==> config.mk <==
export PLATFORM = sky130hd
export DESIGN_NAME = i2s_rx
export DESIGN_NICKNAME = d
export VERILOG_FILES = /design/src/rtl/i2s_rx.sv
export SDC_FILE = /design/constraint.sdc
export NUM_CORES = 1
export LEC_CHECK = 0
export CORE_ASPECT_RATIO = 0.9
export CORE_MARGIN = 2
export CORE_UTILIZATION = 40
export CTS_CLUSTER_SIZE = 12
export DETAILED_ROUTE_END_ITERATION = 8
export GPL_TIMING_DRIVEN = 0
export PLACE_DENSITY = 0.71
export SYNTH_ARGS = -nofsm -noshare
export SYNTH_HDL_FRONTEND = slang
export SYNTH_SLANG_ARGS = --single-unit
==> constraint.sdc <==
create_clock -name clk -period 1.6 [get_ports clk]
set_input_delay 0.24 -clock clk [delete_from_list [all_inputs] [get_ports clk]]
set_output_delay 0.24 -clock clk [all_outputs]
set_load 0.02 [all_outputs]
==> src/rtl/i2s_rx.sv <==
// ---------------------------------------------------------------------------
// i2s_rx -- Philips-format I2S receiver (slave side).
//
// Synchronises externally supplied BCLK / LRCLK / SD into the clk domain,
// detects BCLK rising edges and deserialises one sample per LRCLK slot
// (MSB one BCLK after the LRCLK edge). A left slot followed by a right slot
// produces one aligned stereo pair with a single-cycle sample_valid pulse.
// Each closed slot must have exactly SLOT_BITS BCLK periods, otherwise a
// slot_err pulse is raised and lock is dropped.
//
// Ports
//   clk          in   system clock (>= 4x BCLK)
//   rst          in   synchronous, active-high reset
//   bclk         in   I2S bit clock (asynchronous to clk)
//   lrclk        in   word select, 0 = left, 1 = right
//   sd           in   serial data
//   sample_l     out  [DATA_WIDTH-1:0] left sample, raw two's complement bits
//   sample_r     out  [DATA_WIDTH-1:0] right sample, raw two's complement bits
//   sample_valid out  1-cycle pulse, sample_l/sample_r updated together
//   slot_err     out  1-cycle pulse, closed slot had the wrong BCLK count
//   locked       out  high after the first good pair until slot_err or rst
// ---------------------------------------------------------------------------
module i2s_rx #(
  parameter int DATA_WIDTH  = 24,
  parameter int SLOT_BITS   = 32,
  parameter int SYNC_STAGES = 2
) (
  input  logic                  clk,
  input  logic                  rst,
  input  logic                  bclk,
  input  logic                  lrclk,
  input  logic                  sd,
  output logic [DATA_WIDTH-1:0] sample_l,
  output logic [DATA_WIDTH-1:0] sample_r,
  output logic                  sample_valid,
  output logic                  slot_err,
  output logic                  locked
);

  localparam int CW = $clog2(SLOT_BITS) + 1;

  localparam logic [CW-1:0] SLOT_LAST = CW'(SLOT_BITS - 1);
  localparam logic [CW-1:0] DW_CNT    = CW'(DATA_WIDTH);
  localparam logic [CW-1:0] CNT_ONE   = CW'(1);
  localparam logic [CW-1:0] CNT_MAX   = {CW{1'b1}};

  // Synchronisers: all three pins get the same delay so their relative
  // alignment (data valid around the BCLK rise) is preserved.
  logic [SYNC_STAGES-1:0] bclk_sync_q;
  logic [SYNC_STAGES-1:0] lrclk_sync_q;
  logic [SYNC_STAGES-1:0] sd_sync_q;
  logic                   bclk_q;

  logic bclk_s;
  logic lrclk_s;
  logic sd_s;
  logic rise_s;
  logic boundary_s;
  logic [DATA_WIDTH:0] shift_s;

  // Deserialiser and output state.
  logic                  lr_prev_q,    lr_prev_d;
  logic                  armed_q,      armed_d;
  logic                  have_left_q,  have_left_d;
  logic [CW-1:0]         bit_cnt_q,    bit_cnt_d;
  logic [DATA_WIDTH-1:0] shreg_q,      shreg_d;
  logic [DATA_WIDTH-1:0] hold_l_q,     hold_l_d;
  logic [DATA_WIDTH-1:0] sample_l_q,   sample_l_d;
  logic [DATA_WIDTH-1:0] sample_r_q,   sample_r_d;
  logic                  valid_q,      valid_d;
  logic                  err_q,        err_d;
  logic                  locked_q,     locked_d;

  assign bclk_s  = bclk_sync_q[SYNC_STAGES-1];
  assign lrclk_s = lrclk_sync_q[SYNC_STAGES-1];
  assign sd_s    = sd_sync_q[SYNC_STAGES-1];

  assign rise_s     = bclk_s & ~bclk_q;
  // The rise right after an LRCLK change still carries the old slot's last bit.
  assign boundary_s = rise_s & (lrclk_s != lr_prev_q);
  // One wider than shreg so the DATA_WIDTH==1 case needs no special slicing.
  assign shift_s    = {shreg_q, sd_s};

  // Next-state logic: everything advances only on a synchronised BCLK rise.
  always_comb begin
    lr_prev_d   = lr_prev_q;
    armed_d     = armed_q;
    have_left_d = have_left_q;
    bit_cnt_d   = bit_cnt_q;
    shreg_d     = shreg_q;
    hold_l_d    = hold_l_q;
    sample_l_d  = sample_l_q;
    sample_r_d  = sample_r_q;
    valid_d     = 1'b0;
    err_d       = 1'b0;
    locked_d    = locked_q;

    if (rise_s) begin
      lr_prev_d = lrclk_s;
      if (boundary_s) begin
        // Closing slot channel is lr_prev_q (0 = left, 1 = right).
        if (!armed_q) begin
          // First boundary after reset only aligns us to a slot start.
          armed_d = 1'b1;
        end else if (bit_cnt_q != SLOT_LAST) begin
          err_d       = 1'b1;
          have_left_d = 1'b0;
          locked_d    = 1'b0;
        end else if (!lr_prev_q) begin
          hold_l_d    = shreg_q;
          have_left_d = 1'b1;
        end else if (have_left_q) begin
          sample_l_d  = hold_l_q;
          sample_r_d  = shreg_q;
          valid_d     = 1'b1;
          locked_d    = 1'b1;
          have_left_d = 1'b0;
        end else begin
          // Good right slot with no matching left: dropped silently.
          have_left_d = 1'b0;
        end
        bit_cnt_d = {CW{1'b0}};
        shreg_d   = {DATA_WIDTH{1'b0}};
      end else begin
        // Bits beyond DATA_WIDTH are slot padding: counted, not stored.
        if (bit_cnt_q < DW_CNT) begin
          shreg_d = shift_s[DATA_WIDTH-1:0];
        end else begin
          shreg_d = shreg_q;
        end
        if (bit_cnt_q != CNT_MAX) begin
          bit_cnt_d = bit_cnt_q + CNT_ONE;
        end else begin
          bit_cnt_d = bit_cnt_q;
        end
      end
    end else begin
      lr_prev_d = lr_prev_q;
    end
  end

  // State registers, synchronisers and registered outputs.
  always_ff @(posedge clk) begin
    if (rst) begin
      bclk_sync_q  <= {SYNC_STAGES{1'b0}};
      lrclk_sync_q <= {SYNC_STAGES{1'b0}};
      sd_sync_q    <= {SYNC_STAGES{1'b0}};
      bclk_q       <= 1'b0;
      lr_prev_q    <= 1'b0;
      armed_q      <= 1'b0;
      have_left_q  <= 1'b0;
      bit_cnt_q    <= {CW{1'b0}};
      shreg_q      <= {DATA_WIDTH{1'b0}};
      hold_l_q     <= {DATA_WIDTH{1'b0}};
      sample_l_q   <= {DATA_WIDTH{1'b0}};
      sample_r_q   <= {DATA_WIDTH{1'b0}};
      valid_q      <= 1'b0;
      err_q        <= 1'b0;
      locked_q     <= 1'b0;
    end else begin
      bclk_sync_q  <= {bclk_sync_q[SYNC_STAGES-2:0], bclk};
      lrclk_sync_q <= {lrclk_sync_q[SYNC_STAGES-2:0], lrclk};
      sd_sync_q    <= {sd_sync_q[SYNC_STAGES-2:0], sd};
      bclk_q       <= bclk_s;
      lr_prev_q    <= lr_prev_d;
      armed_q      <= armed_d;
      have_left_q  <= have_left_d;
      bit_cnt_q    <= bit_cnt_d;
      shreg_q      <= shreg_d;
      hold_l_q     <= hold_l_d;
      sample_l_q   <= sample_l_d;
      sample_r_q   <= sample_r_d;
      valid_q      <= valid_d;
      err_q        <= err_d;
      locked_q     <= locked_d;
    end
  end

  assign sample_l     = sample_l_q;
  assign sample_r     = sample_r_q;
  assign sample_valid = valid_q;
  assign slot_err     = err_q;
  assign locked       = locked_q;

endmodule

Word-level counts from Yosys, hierarchy flattened
Cells that the tools add are included.

operators by class
  add/subtract/negate cells = 1
  order comparisons = 1
  eq/ne operators = 3
  multiplexer cells = 11
  bitwise operators = 8
  reductions and logical operators = 13

operators with widths
  kind                                                                           count
  24-bit two-way mux                                                             2
  6-bit two-way mux                                                              2
  5-bit AND reduction                                                            2
  2-bit nonzero test                                                             4
  1-bit two-way mux                                                              7
  6-bit by 1-bit adder with 6-bit output (second input constant)                 1
  6-bit by 5-bit less-than comparator with 1-bit output (second input constant)  1
  6-bit by 5-bit != test with 1-bit output (second input constant)               1
  6-bit != test (second input constant)                                          1
  1-bit NOT                                                                      6
  2-bit AND reduction                                                            3
  6-bit AND reduction                                                            1
  6-bit OR reduction                                                             1
  4-bit OR reduction                                                             1
  3-bit AND reduction                                                            1
  1-bit bitwise AND                                                              2
  1-bit != test                                                                  1

word-level totals
  bits in registers = 115
  input bits = 5
  logic and storage cells = 52

Longest topological paths before layout
Gate-level depths: netlist (run 1).

  depth in word-level cells = 5
  gate-level depth with buffers = 6
  depth with buffers taken out = 4

Least setup slack after synthesis (run 1)
Ideal clock, no wire load.

  path kind = register to register
  start point = reg bit_cnt_q[0]
  end point = reg hold_l_q[10]
  library setup time = 0.072 ns
  arrival time = 1.582 ns
  slack = -0.053 ns
  cell stages (with the launch flop) = 6
  buffers on the path = 1
  clock period less this slack = 1.653 ns
  path through = dfxtp_1 -> ha_1 -> nand4b_1 -> nor4_4 -> buf_6 -> mux2i_1

between the ends
  word-level cells in the longest chain between the ends = 3

RTL lines
  item                                      RTL line  text
  from (decl)                               65        logic [CW-1:0] bit_cnt_q, bit_cnt_d;
  from (signal assigned)                    152       bit_cnt_q <= {CW{1'b0}};
  from (signal assigned)                    168       bit_cnt_q <= bit_cnt_d;
  6-bit by 5-bit != test with 1-bit output  105       end else if (bit_cnt_q != SLOT_LAST) begin
  1-bit NOT (no source line)                --
  5-bit AND reduction (no source line)      --
  to (signal assigned)                      154       hold_l_q <= {DATA_WIDTH{1'b0}};
  to (signal assigned)                      170       hold_l_q <= hold_l_d;
  to (decl)                                 67        logic [DATA_WIDTH-1:0] hold_l_q, hold_l_d;

No other way between the ends.
A chain may end at the register's enable or synchronous reset.

Final worst setup path (run 1)
  start point = reg lrclk_sync_q[1]
  end point = reg sample_r_q[19] (netlist: sample_r[19])

between the ends
  word-level cells in the longest chain between the ends = 3

RTL lines
  item                                  RTL line  text
  from (decl)                           50        logic [SYNC_STAGES-1:0] lrclk_sync_q;
  from (signal assigned)                146       lrclk_sync_q <= {SYNC_STAGES{1'b0}};
  from (signal assigned)                162       lrclk_sync_q <= {lrclk_sync_q[SYNC_STAGES-2:0], lrclk};
  1-bit != test                         80        assign boundary_s = rise_s & (lrclk_s != lr_prev_q);
  1-bit bitwise AND                     80
  6-bit AND reduction (no source line)  --
  to (signal assigned)                  156       sample_r_q <= {DATA_WIDTH{1'b0}};
  to (signal assigned)                  172       sample_r_q <= sample_r_d;
  to (decl)                             69        logic [DATA_WIDTH-1:0] sample_r_q, sample_r_d;

No other way between the ends.

==> impl_metrics.toml, run 1 <==
[outcome]
run_status = "finished with violations"
violations = "setup timing"

[floorplan]
die_w_um = 114
start_util_pct = 40.8
core_area_mm2 = 0.0107
dieArea_mm2 = 0.0118
row_count = 36
fp.dieH_um = 103
boundaryPins = 56

[placement]
dpl.hpwl_um = 6590
place_inst = 642
place_congestion = 0.827
io_buffer_count = 55

[sta]
postLayoutSetupSlackWorst_ns = -0.0541
hold_violations = 0
drv_slew = 0
rsz0062_at_grt = "true"
finalSetupTns_ns = -0.563
max_slew_margin_pct = 64.5
fin_crit_sh_pct = 103
setup_violations = 34
whs_ns = 0.376
tightestPinTransition_ns = 0.528
fin_skew_ns = 0.0137
post-route-min-period_ns = 1.65
fmax_ghz = 0.605

[power_and_ir_drop]
ir_worst_vdd_mv = 0.696
power_leakage_nw = 2.72
p_per_area_mw_per_mm2 = 1110

[logic_synthesis]
yosysSeqAreaShare_pct = 52.7
yosysMostFrequentCell = "dfxtp_1"
syn_nets = 460
synth_area_leaders = "dfxtp_1, mux2i_1, nand2_1"
synth_cell_type_count = 40
synth_common_cells = "dfxtp_1, nand2_1, mux2i_1"
ys_warn_count = 0
synthArstFlopShare_pct = 0
synth_cells = 454
synth_top_area_share_pct = 52.7
synth_seq_cells = 115
avgSynthCellArea_um2 = 9.63
synth_top_area_cell = "dfxtp_1"
synth_edf_count = 0
synthFlopType = "dfxtp_1"
netlist_area_mm2 = 0.00437

[final_layout]
fillers = 872
register_area_mm2 = 0.00232
final_cells = 695
drive_above_1_share_pct = 16.4
fin_util_pct = 57.8
fin_nets = 555
antenna_cells = 0
multi_input_area_mm2 = 0.00195
area_delta_synth_final_pct = 41.8

[global_routing]
antenna_found_initial = 0
grt_overflow_total = 0
track_usage_pct = 18.8
grt_pass1_wl_um = 17100
first_global_vias = 3546
grt_max_degree = 17

[clock_tree]
clkLatencyLatePin_ns = 0.41
cts_buffers = 17
cts_max_level = 4
clk_pin_slew_worst_paths_ns = 0.06
clock-root-buffer = "clkbuf_16"
cts_tree = "built"
clk_path_buf_depth = 2
cts_hold_buf = 0
cts.sinks = 115

[worst_hold_path]
min_path_type = "input pin to flip-flop"

[setup_path]
end_kind = "flip-flop"
cp.required_ns = 1.93
path_class = "flip-flop to flip-flop"
start_kind = "flip-flop"
critPathMaxFanout = 5
worst_ep_arrival_time_ns = 1.98

[routing]
top_layer = "met4"
wl_per_cell_um = 16.2
dr_total_vias = 3659
met2WireLength_um = 5600
m1WireLength_um = 4820
ant_nets = 0
drc_errors = 0
drtPass1Iterations = 5
drt_iter0_drc = 226
wl_um = 11200
avgViaCountPerCell = 5.26
wl_met3_um = 601

[flow_run]
max_cap_violations = 0
[per-stage QoR]
step | power [mW] | setup slack (ns) | cell area (µm²)
floorplan | 3.02 | 0.000914 | 4380
detailed placement | 3.07 | -0.708 | 5090
global route | 7.08 | -0.102 | 6200
CTS | 6.91 | -0.0414 | 5940
finish | 6.90 | -0.0541 | 6200
global placement | 3.07 | -0.683 | 5090
[layer usage]
metal	global-route usage, %	up-vias
met5	0	-
met4	5.91	0
met3	6.70	23
met2	32.3	108
met1	22.1	1772
li1	-	1756
[power by group]
group / total [mW] / switching [mW] / leakage (nW) / internal [mW]
Sequential: 2.88 / 0.00868 / 0.932 / 2.87
Clock: 3.87 / 1.41 / 0.293 / 2.47
Combinational: 0.147 / 0.103 / 1.49 / 0.0444
[logic make-up after synthesis]
logic type	after synthesis	synth area share, %
AO/OA/AOI/OAI	68	8.59
XOR/XNOR	2	0.401
adder cells (fa/ha/maj)	1	0.286
buffers and inverters	35	4.26
flip-flops	115	52.7
multiplexers	73	16.7
AND/OR/NAND/NOR	160	17.1
[critical path, stage by stage (launching register included)]
cell	delay (ns)
dfxtp_4	0.35
nand4b_1	0.26
nor4_4	0.31
buf_6	0.16
buf_6	0.14
buf_12	0.13
mux2i_1	0.22
[final timing paths]
path	startpoint	endpoint	depth (start not counted)	slack (ns)
worst max register to register	lrclk_sync_q[1]	sample_r[19]	6	-0.05
worst min-delay path	lrclk	lrclk_sync_q[0]	2	0.38
worst min register to register	sd_sync_q[0]	sd_sync_q[1]	1	0.43
worst max-delay path	lrclk_sync_q[1]	sample_r[19]	6	-0.05
[cell type report]
type	instances	share of cell area [%]
Multi-Input combinational cell	304	31.4
Clock inverter	14	2.89
Inverter	2	0.121
Buffer	33	4.28
Tap cell	133	2.68
Timing Repair Buffer	76	14.3
Sequential cell	115	37.4
Clock buffer	18	6.92
[cells in the final DEF (no fill, tap or decap), types with 3 or more instances in the layout]
cell / Yosys / routed
a21oi_1: 30 / 30
a211oi_1: 3 / 3
bufinv_16: 0 / 3
nor2b_1: 8 / 8
o21ai_1: 18 / 18
dfxtp_4: 0 / 3
buf_4: 1 / 11
clkdlybuf4s50_1: 0 / 6
nand3_1: 26 / 26
buf_6: 6 / 7
dfxtp_2: 0 / 5
dlymetal6s2s_1: 0 / 26
clkbuf_16: 0 / 21
clkinv_4: 0 / 4
nor2_1: 4 / 4
o21ai_0: 9 / 9
dlygate4sd2_1: 0 / 23
buf_12: 0 / 7
nor3_1: 5 / 5
clkbuf_2: 0 / 9
nand2_1: 100 / 100
clkbuf_1: 21 / 12
dfxtp_1: 115 / 107
mux2i_1: 73 / 72
[timing repair]
item	CTS	global route
endpoints found under the hold margin	0	0
gates resized for setup	51	59
endpoints found under the setup margin	111	116
cloned	2	4
pin swaps	4	4
setup buffers	11	4
[flip-flops by register name, indices dropped and copies added, names as in the netlist]
name	flops
bclk_sync_q	2
sample_l	24
sample_valid	1
sd_sync_q	2
have_left_q	1
bclk_q	1
slot_err	1
shreg_q	24
bit_cnt_q	6
locked	1
armed_q	1
lr_prev_q	1
lrclk_sync_q	2
hold_l_q	24
sample_r	24
No activity file was read; power rests on OpenSTA's default activity.
==> run 2, diff against run 1 <==
--- a/config.mk
+++ b/config.mk
@@ -6,7 +6,6 @@
 export NUM_CORES = 1
 export LEC_CHECK = 0
 export CORE_ASPECT_RATIO = 0.9
-export CORE_MARGIN = 2
 export CORE_UTILIZATION = 40
 export CTS_CLUSTER_SIZE = 12
 export DETAILED_ROUTE_END_ITERATION = 8
==> impl_metrics.toml, run 2 (synthesis results as in run 1) <==
[routing]
drc_errors = 2
avgViaCountPerCell = 5.24
drt_iter0_drc = 138
ant_nets = 0
dr_total_vias = 3570
drtPass1Iterations = 7
wl_um = 10500
wl_per_cell_um = 15.4

[sta]
tightestPinTransition_ns = 0.537
rsz0062_at_grt = "true"
fin_crit_sh_pct = 104
hold_violations = 0
max_slew_margin_pct = 63.9
post-route-min-period_ns = 1.66
finalSetupTns_ns = -0.700
drv_slew = 0
fin_skew_ns = 0.0109
fmax_ghz = 0.603
postLayoutSetupSlackWorst_ns = -0.0592
setup_violations = 41

[power_and_ir_drop]
pwr-share-clk_pct = 56.0
ir_worst_vdd_mv = 0.646
power_leakage_nw = 2.68
power.internal_mw = 5.38
p_switching_mw = 1.49
p_per_area_mw_per_mm2 = 1140
swShare_pct = 21.7
power_frac_comb_pct = 2.1
seqPwrFrac_pct = 42.0

[worst_hold_path]
holdCritStartpoint = "lrclk"
min_path_type = "input pin to flip-flop"

[floorplan]
row_count = 35
fp.dieH_um = 101
core_area_mm2 = 0.0104
start_util_pct = 41.9
die_w_um = 112
dieArea_mm2 = 0.0114
boundaryPins = 56

[placement]
dpl.hpwl_um = 6620
io_buffer_count = 55
place_congestion = 0.828
dp_slack_ns = -0.673

[clock_tree]
clk_pin_slew_worst_paths_ns = 0.06
clk_path_buf_depth = 2
clock-root-buffer = "clkbuf_16"
clkLatencyLatePin_ns = 0.41
cts_hold_buf = 0
cts_max_level = 4
cts_tree = "built"
cts.sinks = 115
cts_buffers = 17

[global_routing]
grt_overflow_total = 0
grt_pass1_wl_um = 16700
track_usage_pct = 18.9
met2_usage_pct = 31.8
busiest_layer = "met2"
grt.met3_usage_pct = 6.58
met1_usage_pct = 22.6
first_global_vias = 3430
grt_max_degree = 17
antenna_found_initial = 0

[final_layout]
layout_common_cells = "dfxtp_1, nand2_1, mux2i_1"
fin_nets = 545
antenna_cells = 0
final_common_cell = "dfxtp_1"
area_delta_synth_final_pct = 37.3
fillers = 853
drive_above_1_share_pct = 15.2

[setup_path]
cp.required_ns = 1.93
critPathMaxFanout = 10
max_stage_delay_ns = 0.37
regToRegSetupSlack_ns = -0.06
timing.critical_path.from = "bit_cnt_q[1]"
reg2reg_from = "bit_cnt_q[1]"
worst_ep_arrival_time_ns = 1.99
path_cells = "ha_4 -> nand4_4 -> nor4_4 -> buf_6 -> buf_12 -> mux2i_1"
start_kind = "flip-flop"
end_kind = "flip-flop"
path_class = "flip-flop to flip-flop"
cp_slowest_cell = "dfxtp_4"

[outcome]
violations = "DRC, setup timing"
run_status = "finished with violations"

[flow_run]
max_cap_violations = 0
-- run 2: changes by cell type in the layout (fill, tap and decap cells not counted), sizes merged --
cell          before  now
dlymetal6s2s      26   31
clkinv             6    7
dlygate4sd2       23   18
clkbuf            43   38
bufbuf             1    0
buf               28   24
clkinvlp           2    1
-- run 2: layer usage --
metal	up-vias	share of wire, %
li1	1753	-
met1	1717	46
met2	88	49
met3	12	4.4
met4	0	1.0
met5	-	0
-- run 2: metrics by stage --
step	hold WS, ns	area (µm²)	util (%)	power [mW]	cells
final	0.381	6000	57.6	6.87	681
after global routing	0.384	6000	57.6	7.07	681
after global placement	0.419	5090	48.8	3.07	638
after CTS	0.378	5850	56.1	6.89	679
after detailed placement	0.420	5090	48.8	3.07	638
after floorplan	0.312	4380	-	3.02	454
-- run 2: cell type report --
type                            instances  area [µm²]  share of cell area [%]
Buffer                                 33         254                    4.23
Sequential cell                       115        2320                    38.6
Clock buffer                           18         429                    7.15
Multi-Input combinational cell        304        1940                    32.4
Inverter                                2        7.51                   0.125
Tap cell                              129         161                    2.69
Clock inverter                         14         178                    2.96
Timing Repair Buffer                   66         709                    11.8
-- run 2: path summary, 6_finish.rpt --
| check | to | cells after the start |
|---|---|---|
| worst max-delay path | sample_r[10] | 6 |
| worst min-delay path | lrclk_sync_q[0] | 2 |
| worst max register to register | sample_r[10] | 6 |
| worst min register to register | sd_sync_q[1] | 1 |
-- run 2: worst max-delay path, delay by kind of cell (launching register included) --
| kind | cells | cell delay (ns) |
|---|---|---|
| buf+inv | 2 | 0.39 |
| fa+ha+maj | 1 | 0.16 |
| mux | 1 | 0.21 |
| simple gates | 2 | 0.44 |
| flops | 1 | 0.37 |
-- run 2: power by group through the flow --
stage                     sequential [mW]  clock (mW)  combinational, mW
after global placement               2.94           0              0.125
after detailed placement             2.95           0              0.128
final                                2.88        3.84              0.142
after CTS                            2.88        3.87              0.138
after global routing                 2.88        4.03              0.157
after floorplan                      2.94           0             0.0810
-- run 2: what timing repair did --
item                                   CTS  global route
cloned                                   0             1
pin swaps                                5             6
setup endpoints to repair              113           128
setup buffers                            9             1
endpoints found under the hold margin    0             0
gates resized for setup                 45            58
==> run 3, diff against run 2 <==
--- a/config.mk
+++ b/config.mk
@@ -5,12 +5,14 @@
 export SDC_FILE = /design/constraint.sdc
 export NUM_CORES = 1
 export LEC_CHECK = 0
+export CELL_PAD_IN_SITES_DETAIL_PLACEMENT = 0
+export CELL_PAD_IN_SITES_GLOBAL_PLACEMENT = 1
 export CORE_ASPECT_RATIO = 0.9
-export CORE_UTILIZATION = 40
+export CORE_UTILIZATION = 38
 export CTS_CLUSTER_SIZE = 12
 export DETAILED_ROUTE_END_ITERATION = 8
 export GPL_TIMING_DRIVEN = 0
-export PLACE_DENSITY = 0.71
+export PLACE_DENSITY = 0.83
 export SYNTH_ARGS = -nofsm -noshare
 export SYNTH_HDL_FRONTEND = slang
 export SYNTH_SLANG_ARGS = --single-unit
==> impl_metrics.toml, run 3 (synthesis results as in run 1) <==
[global_routing]
grt_pass1_wl_um = 16100
grt.met3_usage_pct = 5.44
grt_max_degree = 17
first_global_vias = 3274
busiest_layer = "met2"
met2_usage_pct = 27.8
antenna_found_initial = 0
track_usage_pct = 17.5
met1_usage_pct = 21.9
grt_overflow_total = 0

[floorplan]
die_w_um = 115
start_util_pct = 39.8
boundaryPins = 56
fp.dieH_um = 104
core_area_mm2 = 0.0110
dieArea_mm2 = 0.0119
row_count = 36

[clock_tree]
cts.sinks = 115
cts_max_level = 4
clkLatencyLatePin_ns = 0.40
cts_hold_buf = 0
cts_tree = "built"
clk_path_buf_depth = 2
cts_buffers = 17
clock-root-buffer = "clkbuf_16"
clk_pin_slew_worst_paths_ns = 0.05

[routing]
wl_per_cell_um = 14.7
ant_nets = 0
wl_um = 10300
avgViaCountPerCell = 4.96
dr_total_vias = 3470
drt_iter0_drc = 192
drc_errors = 0
drtPass1Iterations = 4

[outcome]
run_status = "completed"

[power_and_ir_drop]
pwr-share-clk_pct = 53.1
p_total_mw = 6.46
power.internal_mw = 5.11
power_leakage_nw = 2.66
p_switching_mw = 1.35
p_per_area_mw_per_mm2 = 1080
power_frac_comb_pct = 2.2
swShare_pct = 21.0
seqPwrFrac_pct = 44.7
ir_worst_vdd_mv = 0.660

[setup_path]
start_kind = "flip-flop"
crit_family = "buffers and inverters"
max_stage_delay_ns = 0.36
end_kind = "flip-flop"
worst_ep_arrival_time_ns = 1.91
path_depth = 6
path_common_cell = "buf_6"
path_cells = "nand2b_1 -> buf_6 -> nor4_4 -> buf_6 -> buf_12 -> mux2i_4"
path_class = "flip-flop to flip-flop"
cp.required_ns = 1.92
critPathMaxFanout = 9
rr_worst_depth = 6
cp_slowest_cell = "dfxtp_2"
cp.buffers_inverters = 3

[sta]
post-route-min-period_ns = 1.60
hold_violations = 0
drv_slew = 0
fin_crit_sh_pct = 99.7
finalSetupTns_ns = 0
max_slew_margin_pct = 63.2
fin_skew_ns = 0.00901
setup_violations = 0
postLayoutSetupSlackWorst_ns = 0.00445
fmax_ghz = 0.627
tightestPinTransition_ns = 0.548
rsz0062_at_grt = "true"

[final_layout]
final_common_cell = "dfxtp_1"
fin_util_pct = 54.6
multi_input_area_mm2 = 0.00195
antenna_cells = 0
register_area_mm2 = 0.00232
fillers = 989
drive_above_1_share_pct = 14.1
area_delta_synth_final_pct = 37.3
layout_common_cells = "dfxtp_1, nand2_1, mux2i_1"
fin_nets = 543
final_cells = 700

[placement]
dpl.hpwl_um = 6530
place_congestion = 0.813
place_inst = 661
dp_slack_ns = -0.749
io_buffer_count = 55

[worst_hold_path]
hold-path-cell-count = 2
min_path_type = "input pin to flip-flop"

[flow_run]
max_cap_violations = 0
-- run 3: cell count changes in the layout (fill, tap and decap cells not counted), moves of 3 or more --
cell             change
buf_4                -3
clkdlybuf4s50_1      +5
clkinv_4             -4
clkinvlp_4           +3
dlygate4sd2_1        -7
inv_6                -3
-- run 3: per-layer routing --
metal / vias up / part of all wire, % / wire length [µm]
met5: - / 0 / 0
met4: 0 / 1.4 / 148
met3: 12 / 3.5 / 361
met2: 66 / 49 / 5000
met1: 1660 / 46 / 4770
li1: 1732 / - / -
-- run 3: area by class of cell --
class	instances	share of cell area, %
Inverter	2	0.125
Multi-Input combinational cell	304	32.6
Clock inverter	9	1.40
Buffer	32	4.25
Sequential cell	115	38.6
Tap cell	152	3.17
Clock buffer	21	7.67
Timing Repair Buffer	65	12.2
-- run 3: per-stage QoR --
| stage | instance area, µm² | hold slack (ns) |
|---|---|---|
| finish | 6000 | 0.390 |
| global route | 6000 | 0.387 |
| CTS | 5790 | 0.375 |
| detailed placement | 5120 | 0.432 |
| global placement | 5120 | 0.419 |
| floorplan | 4380 | 0.312 |
-- run 3: repair_timing --
item / 4_1_cts / 5_1_grt
endpoints found under the setup margin: 104 / 127
buffers inserted: 6 / 2
resized for setup: 36 / 63
pin swaps: 4 / 1
cloned: 0 / 2
-- run 3: power groups by stage --
stage	Clock [mW]	Sequential [mW]	Combinational [mW]
after floorplan	0	2.94	0.0810
after global placement	0	2.94	0.128
after detailed placement	0	2.95	0.130
after CTS	3.48	2.89	0.137
after global routing	3.66	2.88	0.157
final	3.43	2.89	0.143
-- run 3: final timing paths --
check	startpoint	end	slack, ns
worst max-delay path	bclk_q	sample_r[5]	0.004
worst min-delay path	lrclk	lrclk_sync_q[0]	0.39
worst max register to register	bclk_q	sample_r[5]	0.004
worst min register to register	bclk_sync_q[0]	bclk_sync_q[1]	0.44
-- run 3: worst register-to-register path, delay by kind of cell, from the launching register on --
kind	cells	cell delay [ns]
mux	1	0.22
flops	1	0.36
simple gates	2	0.40
buf+inv	3	0.55
